**config.mk**
```make
export PLATFORM = sky130hd
export DESIGN_NAME = led_pattern_seq
export DESIGN_NICKNAME = d
export VERILOG_FILES = /design/src/rtl/led_pattern_seq_pkg.sv /design/src/rtl/led_pattern_seq_tick_div.sv /design/src/rtl/led_pattern_seq.sv
export SDC_FILE = /design/constraint.sdc
export NUM_CORES = 1
export LEC_CHECK = 0
export ABC_CLOCK_PERIOD_IN_PS = 2400
export CELL_PAD_IN_SITES_DETAIL_PLACEMENT = 1
export CELL_PAD_IN_SITES_GLOBAL_PLACEMENT = 1
export CORE_MARGIN = 1.5
export CORE_UTILIZATION = 44
export CTS_BUF_LIST = sky130_fd_sc_hd__clkbuf_8
export DETAILED_ROUTE_END_ITERATION = 12
export PLACE_DENSITY = 0.76
export SLEW_MARGIN = 30
export SYNTH_ARGS = -nofsm -noshare
export SYNTH_HDL_FRONTEND = slang
export SYNTH_HIERARCHICAL = 1
export SYNTH_SLANG_ARGS = --single-unit
```
**constraint.sdc**
```tcl
create_clock -name clk -period 2.4 [get_ports clk]
set_input_delay 0.24 -clock clk [delete_from_list [all_inputs] [get_ports clk]]
set_output_delay 0.24 -clock clk [all_outputs]
set_load 0.005 [all_outputs]
```
**src/rtl/led_pattern_seq_pkg.sv**
```systemverilog
// Shared definitions for the LED pattern sequencer: mode encoding and
// direction constants used by the sequencer, board top and register map.
package led_pattern_seq_pkg;

  typedef enum logic [1:0] {
    MODE_ROT_L  = 2'd0,
    MODE_ROT_R  = 2'd1,
    MODE_BOUNCE = 2'd2,
    MODE_FILL   = 2'd3
  } mode_e;

  // Bounce direction flag: 0 walks towards the top LED, 1 walks back down.
  localparam logic DIR_UP   = 1'b0;
  localparam logic DIR_DOWN = 1'b1;

endpackage

```
**src/rtl/led_pattern_seq_tick_div.sv**
```systemverilog
// Step-rate divider: counts 0..P-1 with P = TICK_CNT >> speed and raises
// o_tick combinationally on the last count while enabled. The >= compare
// lets a switch to a shorter period fire immediately instead of wrapping.
module led_pattern_seq_tick_div #(
  parameter int unsigned TICK_CNT = 50000000
) (
  input  logic       clk,
  input  logic       rstn,
  input  logic       i_en,
  input  logic       i_clr,
  input  logic [1:0] i_speed,
  output logic       o_tick
);

  localparam int unsigned CW = $clog2(TICK_CNT);

  logic [CW-1:0] r_cnt;
  logic [31:0]   w_last;
  logic          w_tick;

  // Last count of the current period and the enabled end-of-period strobe.
  always_comb begin
    w_last = (32'(TICK_CNT) >> i_speed) - 32'd1;
    w_tick = i_en & (32'(r_cnt) >= w_last);
  end

  // Period counter: cleared on mode change or period end, frozen while disabled.
  always_ff @(posedge clk or negedge rstn) begin
    if (!rstn) begin
      r_cnt <= {CW{1'b0}};
    end else if (i_clr || w_tick) begin
      r_cnt <= {CW{1'b0}};
    end else if (i_en) begin
      r_cnt <= r_cnt + CW'(1);
    end else begin
      r_cnt <= r_cnt;
    end
  end

  assign o_tick = w_tick;

endmodule

```
**src/rtl/led_pattern_seq.sv**
```systemverilog
// LED pattern sequencer: advances a rotate / bounce / bar-fill pattern once
// per divider tick and drives the LED pins with registered, polarity-adjusted
// outputs. A mode change restarts the pattern and the divider from zero.
module led_pattern_seq
  import led_pattern_seq_pkg::*;
#(
  parameter int unsigned N_LED      = 6,
  parameter int unsigned TICK_CNT   = 50000000,
  parameter bit          ACTIVE_LOW = 1'b1
) (
  input  logic             clk,
  input  logic             rstn,
  input  logic             en,
  input  logic [1:0]       mode,
  input  logic [1:0]       speed,
  output logic [N_LED-1:0] led_o,
  output logic             step_o
);

  localparam int unsigned      PW      = $clog2(N_LED + 1);
  localparam logic [PW-1:0]    POS_TOP = PW'(N_LED - 1);
  localparam logic [PW-1:0]    POS_ALL = PW'(N_LED);
  localparam logic [N_LED-1:0] POL     = {N_LED{ACTIVE_LOW}};
  localparam logic [N_LED-1:0] LED_RST = N_LED'(1'b1) ^ POL;

  mode_e            r_mode_q;
  logic [PW-1:0]    r_pos;
  logic             r_dir;
  logic [N_LED-1:0] r_led;
  logic             r_step;

  mode_e            w_mode_in;
  logic             w_mode_chg;
  logic             w_tick;
  logic [PW-1:0]    w_pos_nxt;
  logic             w_dir_nxt;

  // Polarity-free LED image for a mode and position.
  function automatic logic [N_LED-1:0] decode(input mode_e m, input logic [PW-1:0] p);
    logic [N_LED-1:0] v;
    case (m)
      MODE_FILL: v = ~({N_LED{1'b1}} << p);
      default:   v = N_LED'(1'b1) << p;
    endcase
    return v;
  endfunction

  led_pattern_seq_tick_div #(
    .TICK_CNT (TICK_CNT)
  ) u_div (
    .clk     (clk),
    .rstn    (rstn),
    .i_en    (en),
    .i_clr   (w_mode_chg),
    .i_speed (speed),
    .o_tick  (w_tick)
  );

  // Detect a requested mode that differs from the one being shown.
  always_comb begin
    w_mode_in  = mode_e'(mode);
    w_mode_chg = (w_mode_in != r_mode_q);
  end

  // Next position and bounce direction for the current mode.
  always_comb begin
    w_pos_nxt = r_pos;
    w_dir_nxt = r_dir;
    case (r_mode_q)
      MODE_ROT_L: begin
        if (r_pos >= POS_TOP) w_pos_nxt = PW'(0);
        else                  w_pos_nxt = r_pos + PW'(1);
      end
      MODE_ROT_R: begin
        if (r_pos == PW'(0)) w_pos_nxt = POS_TOP;
        else                 w_pos_nxt = r_pos - PW'(1);
      end
      MODE_BOUNCE: begin
        if (N_LED == 1) begin
          w_pos_nxt = PW'(0);
          w_dir_nxt = DIR_UP;
        end else if (r_dir == DIR_UP) begin
          if (r_pos >= POS_TOP) begin
            w_pos_nxt = r_pos - PW'(1);
            w_dir_nxt = DIR_DOWN;
          end else begin
            w_pos_nxt = r_pos + PW'(1);
          end
        end else begin
          if (r_pos == PW'(0)) begin
            w_pos_nxt = r_pos + PW'(1);
            w_dir_nxt = DIR_UP;
          end else begin
            w_pos_nxt = r_pos - PW'(1);
          end
        end
      end
      MODE_FILL: begin
        if (r_pos >= POS_ALL) w_pos_nxt = PW'(0);
        else                  w_pos_nxt = r_pos + PW'(1);
      end
      default: begin
        w_pos_nxt = PW'(0);
        w_dir_nxt = DIR_UP;
      end
    endcase
  end

  // Pattern state and output registers; a mode change outranks a tick.
  always_ff @(posedge clk or negedge rstn) begin
    if (!rstn) begin
      r_mode_q <= MODE_ROT_L;
      r_pos    <= PW'(0);
      r_dir    <= DIR_UP;
      r_led    <= LED_RST;
      r_step   <= 1'b0;
    end else if (w_mode_chg) begin
      r_mode_q <= w_mode_in;
      r_pos    <= PW'(0);
      r_dir    <= DIR_UP;
      r_led    <= decode(w_mode_in, PW'(0)) ^ POL;
      r_step   <= 1'b0;
    end else if (w_tick) begin
      r_pos    <= w_pos_nxt;
      r_dir    <= w_dir_nxt;
      r_led    <= decode(r_mode_q, w_pos_nxt) ^ POL;
      r_step   <= 1'b1;
    end else begin
      r_step   <= 1'b0;
    end
  end

  assign led_o  = r_led;
  assign step_o = r_step;

endmodule

```
## Yosys cells after proc, flatten, opt, wreduce, memory -nomap -nowiden

Index checks and enable logic that the tools add are counted.

- Flip-flop bits (word level): 39
- Input bits: 7
- Output and inout port bits: 7

- Reductions and logical operators: 7
- Magnitude comparators: 3
- Bitwise gates (word level): 4
- Add/subtract/negate cells: 4
- Shift operators: 3
- Muxes and demuxes: 26
- Eq/ne operators: 5

Operators with widths:

| kind | number |
|---|---|
| $mux W26 | 2 |
| $mux W6 | 6 |
| $ge A26 B32 Y1 | 1 |
| $shr A26 B2 Y32 const A | 1 |
| $sub A32 B1 Y32 const B | 1 |
| $add A26 B1 Y26 const B | 1 |
| $mux W3 | 8 |
| $not A6 Y6 | 3 |
| $pmux W3 S4 | 1 |
| $mux W1 | 9 |
| $eq A2 B2 Y1 const B | 3 |
| $ge A3 B3 Y1 const B | 2 |
| $reduce_bool A2 Y1 | 3 |
| $shl A1 B3 Y6 const A | 1 |
| $shl A6 B3 Y6 const A | 1 |
| $add A3 B1 Y3 const B | 1 |
| $logic_not A3 Y1 | 1 |
| $sub A3 B1 Y3 const B | 1 |
| $eq A2 B1 Y1 const B | 1 |
| $logic_not A2 Y1 | 1 |
| $ne A2 B2 Y1 | 1 |
| $reduce_and A2 Y1 | 1 |
| $and A1 B1 Y1 | 1 |
| $logic_or A1 B1 Y1 | 1 |

## Longest topological paths before layout

Gate-level depths: netlist of run 1.

- Word-level depth: 12
- Depth in mapped cells: 15

## Hierarchy

The synthesis of run 1 kept the hierarchy.

By module, submodules not included:

| module | cells each | area each (sq um) | sequential area each (sq um) | instances |
|---|---|---|---|---|
| led_pattern_seq_tick_div | 211 | 1868.0 | 650.6 | 1 |
| led_pattern_seq | 120 | 1041.0 | 331.6 | 1 |

## Worst setup path before layout of run 1

Ideal clock, no wire load.

- Path kind: input port to flip-flop
- Start point: input port speed[0]
- End point: register r_led[2], in the netlist led_o[2]
- Path slack: -275 ps
- Stages on the path: 15
- Library setup time: 73 ps
- Arrival: 2602 ps
- Buffers on the path: 1
- Required time: 2327 ps
- Cells stage by stage: nor2_1 inv_1 ha_1 ha_1 nand4_1 o22ai_1 a211o_1 a221oi_2 o2bb2ai_1 clkbuf_1 nand2_1 inv_1 and3_1 a31oi_1 a21boi_1

- Longest elaborated chain between the ends: 5

Ends and longest elaborated chain:

| what | RTL line | RTL |
|---|---|---|
| start, declared | led_pattern_seq.sv:15 | `input logic [1:0] speed,` |
| $shr A26 B2 Y32 | led_pattern_seq_tick_div.sv:23 | `w_last = (32'(TICK_CNT) >> i_speed) - 32'd1;` |
| $sub A32 B1 Y32 | led_pattern_seq_tick_div.sv:23 |  |
| $ge A26 B32 Y1 | led_pattern_seq_tick_div.sv:24 | `w_tick = i_en & (32'(r_cnt) >= w_last);` |
| $and A1 B1 Y1 | led_pattern_seq_tick_div.sv:24 |  |
| net w_tick | led_pattern_seq.sv:34 | `logic w_tick;` |
| $reduce_bool A2 Y1 (no source line) | -- |  |
| end signal, assigned | led_pattern_seq.sv:121 | `r_led <= decode(w_mode_in, PW'(0)) ^ POL;` |
| end signal, assigned | led_pattern_seq.sv:126 | `r_led <= decode(r_mode_q, w_pos_nxt) ^ POL;` |
| end, declared | led_pattern_seq.sv:29 | `logic [N_LED-1:0] r_led;` |

The timed path passes the listed nets, and every way through them passes these cells.
A chain may end at the register's enable or synchronous reset.

## Worst setup path in the final report of run 1

- Start point: register u_div.r_cnt[19]
- End point: register u_div.r_cnt[3]

- Longest elaborated chain between the ends: 4

Ends and longest elaborated chain:

| what | RTL line | RTL |
|---|---|---|
| start, declared | led_pattern_seq_tick_div.sv:17 | `logic [CW-1:0] r_cnt;` |
| start signal, assigned | led_pattern_seq_tick_div.sv:30 | `r_cnt <= {CW{1'b0}};` |
| start signal, assigned | led_pattern_seq_tick_div.sv:32 | `r_cnt <= {CW{1'b0}};` |
| start signal, assigned | led_pattern_seq_tick_div.sv:34 | `r_cnt <= r_cnt + CW'(1);` |
| $ge A26 B32 Y1 * | led_pattern_seq_tick_div.sv:24 |  |
| $and A1 B1 Y1 * | led_pattern_seq_tick_div.sv:24 |  |
| $logic_or A1 B1 Y1 * | led_pattern_seq_tick_div.sv:31 | `end else if (i_clr \|\| w_tick) begin` |
| $mux W26 or $reduce_bool A2 Y1 (tied branches) | -- |  |

Mark *: on every way between the ends. The rest lies on a longest branch, timed or not.

==> impl_metrics.csv, run 1 <==
group,metric,value,unit
route,routed_via_density,5.593,
pwr,clkPwrFrac,0.403,
placed_design,dp.cells,448,
timing,fin_tns_setup,-0.09574,ns
cts,cts_root_buf,"clkbuf_8",
route,ant_nets,0,
timing,fin_worst_skew,0.008653,ns
final_layout,multi_input_area,1968,um2
yosys,yosysUniqueCellTypes,65,
timing,fin_crit_sh,1.028,
final_layout,fin_nets,424,
pwr,p_sw,375.9,uW
pwr,powerDensity,385.7,nW/um2
cts,clk_pin_slew_worst_paths,0.08,ns
yosys,syn_inst,331,
route,drtIter0Drc,114,
placed_design,post-place-ws,-0.7389,ns
final_layout,design_area,3786,um2
outcome,status,"complete, but fails checks",
global_routing,grt_usage,0.2371,
global_routing,met2_usage,0.4553,
global_routing,gr-total-overflow,0,
timing,max_freq,405.3,MHz
timing,slew_headroom,0.6587,
final_layout,ff_latch_area,983.4,um2
floorplan,coreArea,6386,um2
yosys,synth_area_leader_cell,"dfrtp_1",
final_layout,final_util,0.5929,
yosys,ys.flop_type,"dfrtp_1",
timing,fin_hold_ws,0.4501,ns
cts,htreeDepth,2,
timing,period_needed,2.467,ns
yosys,syn-num-nets,364,
timing,setup_viol,3,
setup_path,arrival,2.68,ns
timing,setup_slack,-0.06744,ns
setup_path,max_stage_delay,0.56,ns
final_layout,nFillCells,748,
yosys,async_flop_share,1.000,
route,num_vias,2623,
pwr,seqPwrFrac,0.458,
yosys,synth_enable_flop_cells,0,
setup_path,crit_fanout,4,
pwr,leakagePower,1.677,nW
floorplan,dieWidth,84.31,um
yosys,synth.most_common_cell,"nor2_1",
cts,cts_buffers,5,
global_routing,grt_pass1_vias,2822,
global_routing,met1_usage,0.2644,
yosys,seq_area_frac_synth,0.3376,
yosys,syn_avg_cell_area,8.789,um2
global_routing,grt_pass1_wl,13.41,mm
pwr,peakVddDrop,216.0,uV
timing,hold_viol_final,0,
setup_path,cp_slowest_cell,"or4b_4",
global_routing,busiest_layer,"met2",
yosys,synthTopCellsByArea,"dfrtp_1 29%, ha_1 11%, nor2_1 5.9%",
placed_design,routabilityCongestion,0.8223,
cts,clk_path_buf_depth,2,
floorplan,dieArea,7108,um2
timing,slew_violations,0,
global_routing,grt_max_degree,40,
global_routing,use_met3,0.03245,
outcome,violations,"setup timing",
yosys,synth_area,2909,um2
yosys,synth_top_area_frac,0.2925,
setup_path,path_cells,"ha_1 > a21oi_1 > o21ai_1 > a31oi_1 > o21bai_1 > buf_4 > or4b_4 > o32ai_4",
yosys,ys_seq_elements,39,
timing,rsz0062_at_grt,"true",
pwr,power,1.460,mW
route,drc,0,
timing,worst_pin_slew,0.5119,ns
placed_design,io_buffers,13,
route,postRouteWirelength,8.126,mm
global_routing,antenna_found_initial,0,
worst_hold_path,hold_path_class,"in -> async",
yosys,yosysWarnings,6,
placed_design,place_area,3411,um2
floorplan,die_y,84.31,um
pwr,power_frac_comb,0.138,
setup_path,critPathLaunchType,"register",
final_layout,stdcell_count,469,
setup_path,crit_type,"reg -> reg",
job,cap_violations,0,
cts,cts.sinks,39,
cts,cts_tree,"done",
pwr,p_int,1.084,mW
final_layout,layout-drive-gt1-share,0.2908,
floorplan,io_pins,14,
final_layout,area_growth,30.15,%
floorplan,std_cell_rows,29,
setup_path,cp.required,2.61,ns
route,wl_per_cell,17.33,um
placed_design,hpwl,5.671,mm
yosys,yosys-top-cells-count,"46 x nor2_1, 34 x dfrtp_1, 28 x nand2_1, 26 x ha_1, 20 x inv_1",
pwr,switching_share,0.2574,
floorplan,initial_core_util,0.4555,
route,first_pass_iters,4,
setup_path,crit_path_end_kind,"register",
final_layout,antenna_cells,0,
cts,insertion_delay,0.30,ns
-- area by class of cell --
type | count | area share
tap | 77 | 0.02545
inverter | 20 | 0.01983
multi-input combinational | 258 | 0.5198
sequential | 39 | 0.2597
clock buffer | 6 | 0.02181
clock inverter | 2 | 0.009253
timing repair buffer | 67 | 0.1441
-- repair_timing --
action | in CTS | in global routing
buffers inserted | 7 | 5
hold buffers | 0 | 1
pin swaps | 14 | 9
gates resized for setup | 24 | 18
endpoints found under the hold margin | 0 | 34
setup endpoints to repair | 37 | 34
gates cloned | 0 | 0
-- routing by layer --
metal | vias up | wire length, um
met5 | - | 0
met4 | 0 | 188
met3 | 14 | 127
met2 | 31 | 4464
met1 | 1307 | 3346
li1 | 1271 | -
-- power groups by stage --
| stage | sequential [mW] | clock, mW | combinational [mW] |
|---|---|---|---|
| 2_1_floorplan | 0.680 | 0 | 0.105 |
| 5_1_grt | 0.670 | 0.634 | 0.221 |
| 4_1_cts | 0.669 | 0.599 | 0.193 |
| 6_report | 0.669 | 0.589 | 0.202 |
| 3_5_place_dp | 0.682 | 0 | 0.185 |
| 3_3_place_gp | 0.682 | 0 | 0.180 |
-- final timing paths --
check	slack, ns	start	end	cells after the start
setup / recovery	-0.07	u_div/r_cnt[19]	u_div/r_cnt[3]	8
hold reg to reg	0.51	led_o[5]	led_o[5]	2
hold / removal	0.45	rstn	r_mode_q[0]	2
min in group clk	0.51	led_o[5]	led_o[5]	2
setup reg to reg	-0.07	u_div/r_cnt[19]	u_div/r_cnt[3]	8
max in group asynchronous	1.57	rstn	u_div/r_cnt[7]	2
-- critical path: cells and delay by family, from the launching register on --
family	cells	cell delay, ns
AOI/OAI and AO/OA	5	0.95
and+or+nand+nor	1	0.56
DFF	1	0.41
adders and majority gates	1	0.32
buffers and inverters	1	0.15
-- sequential cells by signal, indices dropped and copies added, names as in the netlist --
name	count
r_mode_q	2
step_o	1
u_div/r_cnt	26
r_pos	3
led_o	6
r_dir	1
-- cells in the final DEF, fill, tap and decap left out, types with 9 or more instances in the layout --
cell              n
a21oi_1          13
dfrtp_1          33
o21ai_0          11
clkdlybuf4s50_1  10
buf_4            53
nor2_1           37
nor2_2            9
nand3_1          13
inv_1            19
ha_1             19
xor2_1           12
nand2b_1          9
xnor2_1          13
nand2_1          26
-- logic make-up after synthesis --
family / synth area share
and+or+nand+nor: 0.2348
AOI/OAI and AO/OA: 0.1712
DFF: 0.3376
buffers and inverters: 0.05118
xor gates and xnor gates: 0.08387
adders and majority gates: 0.1118
other: 0.002582
muxes: 0.006882
Power figures use the tool's default switching activity.
==> run 2: changes to the inputs <==
Settings changed: GPL_ROUTABILITY_DRIVEN set to 0.
==> results of run 2 <==
No change in the layout: final DEF, timing and power equal those of run 1.
==> run 3: changes to the inputs <==
Settings changed: GPL_ROUTABILITY_DRIVEN 0 to unset.
==> results of run 3 <==
No change in the layout: final DEF, timing and power equal those of run 1.
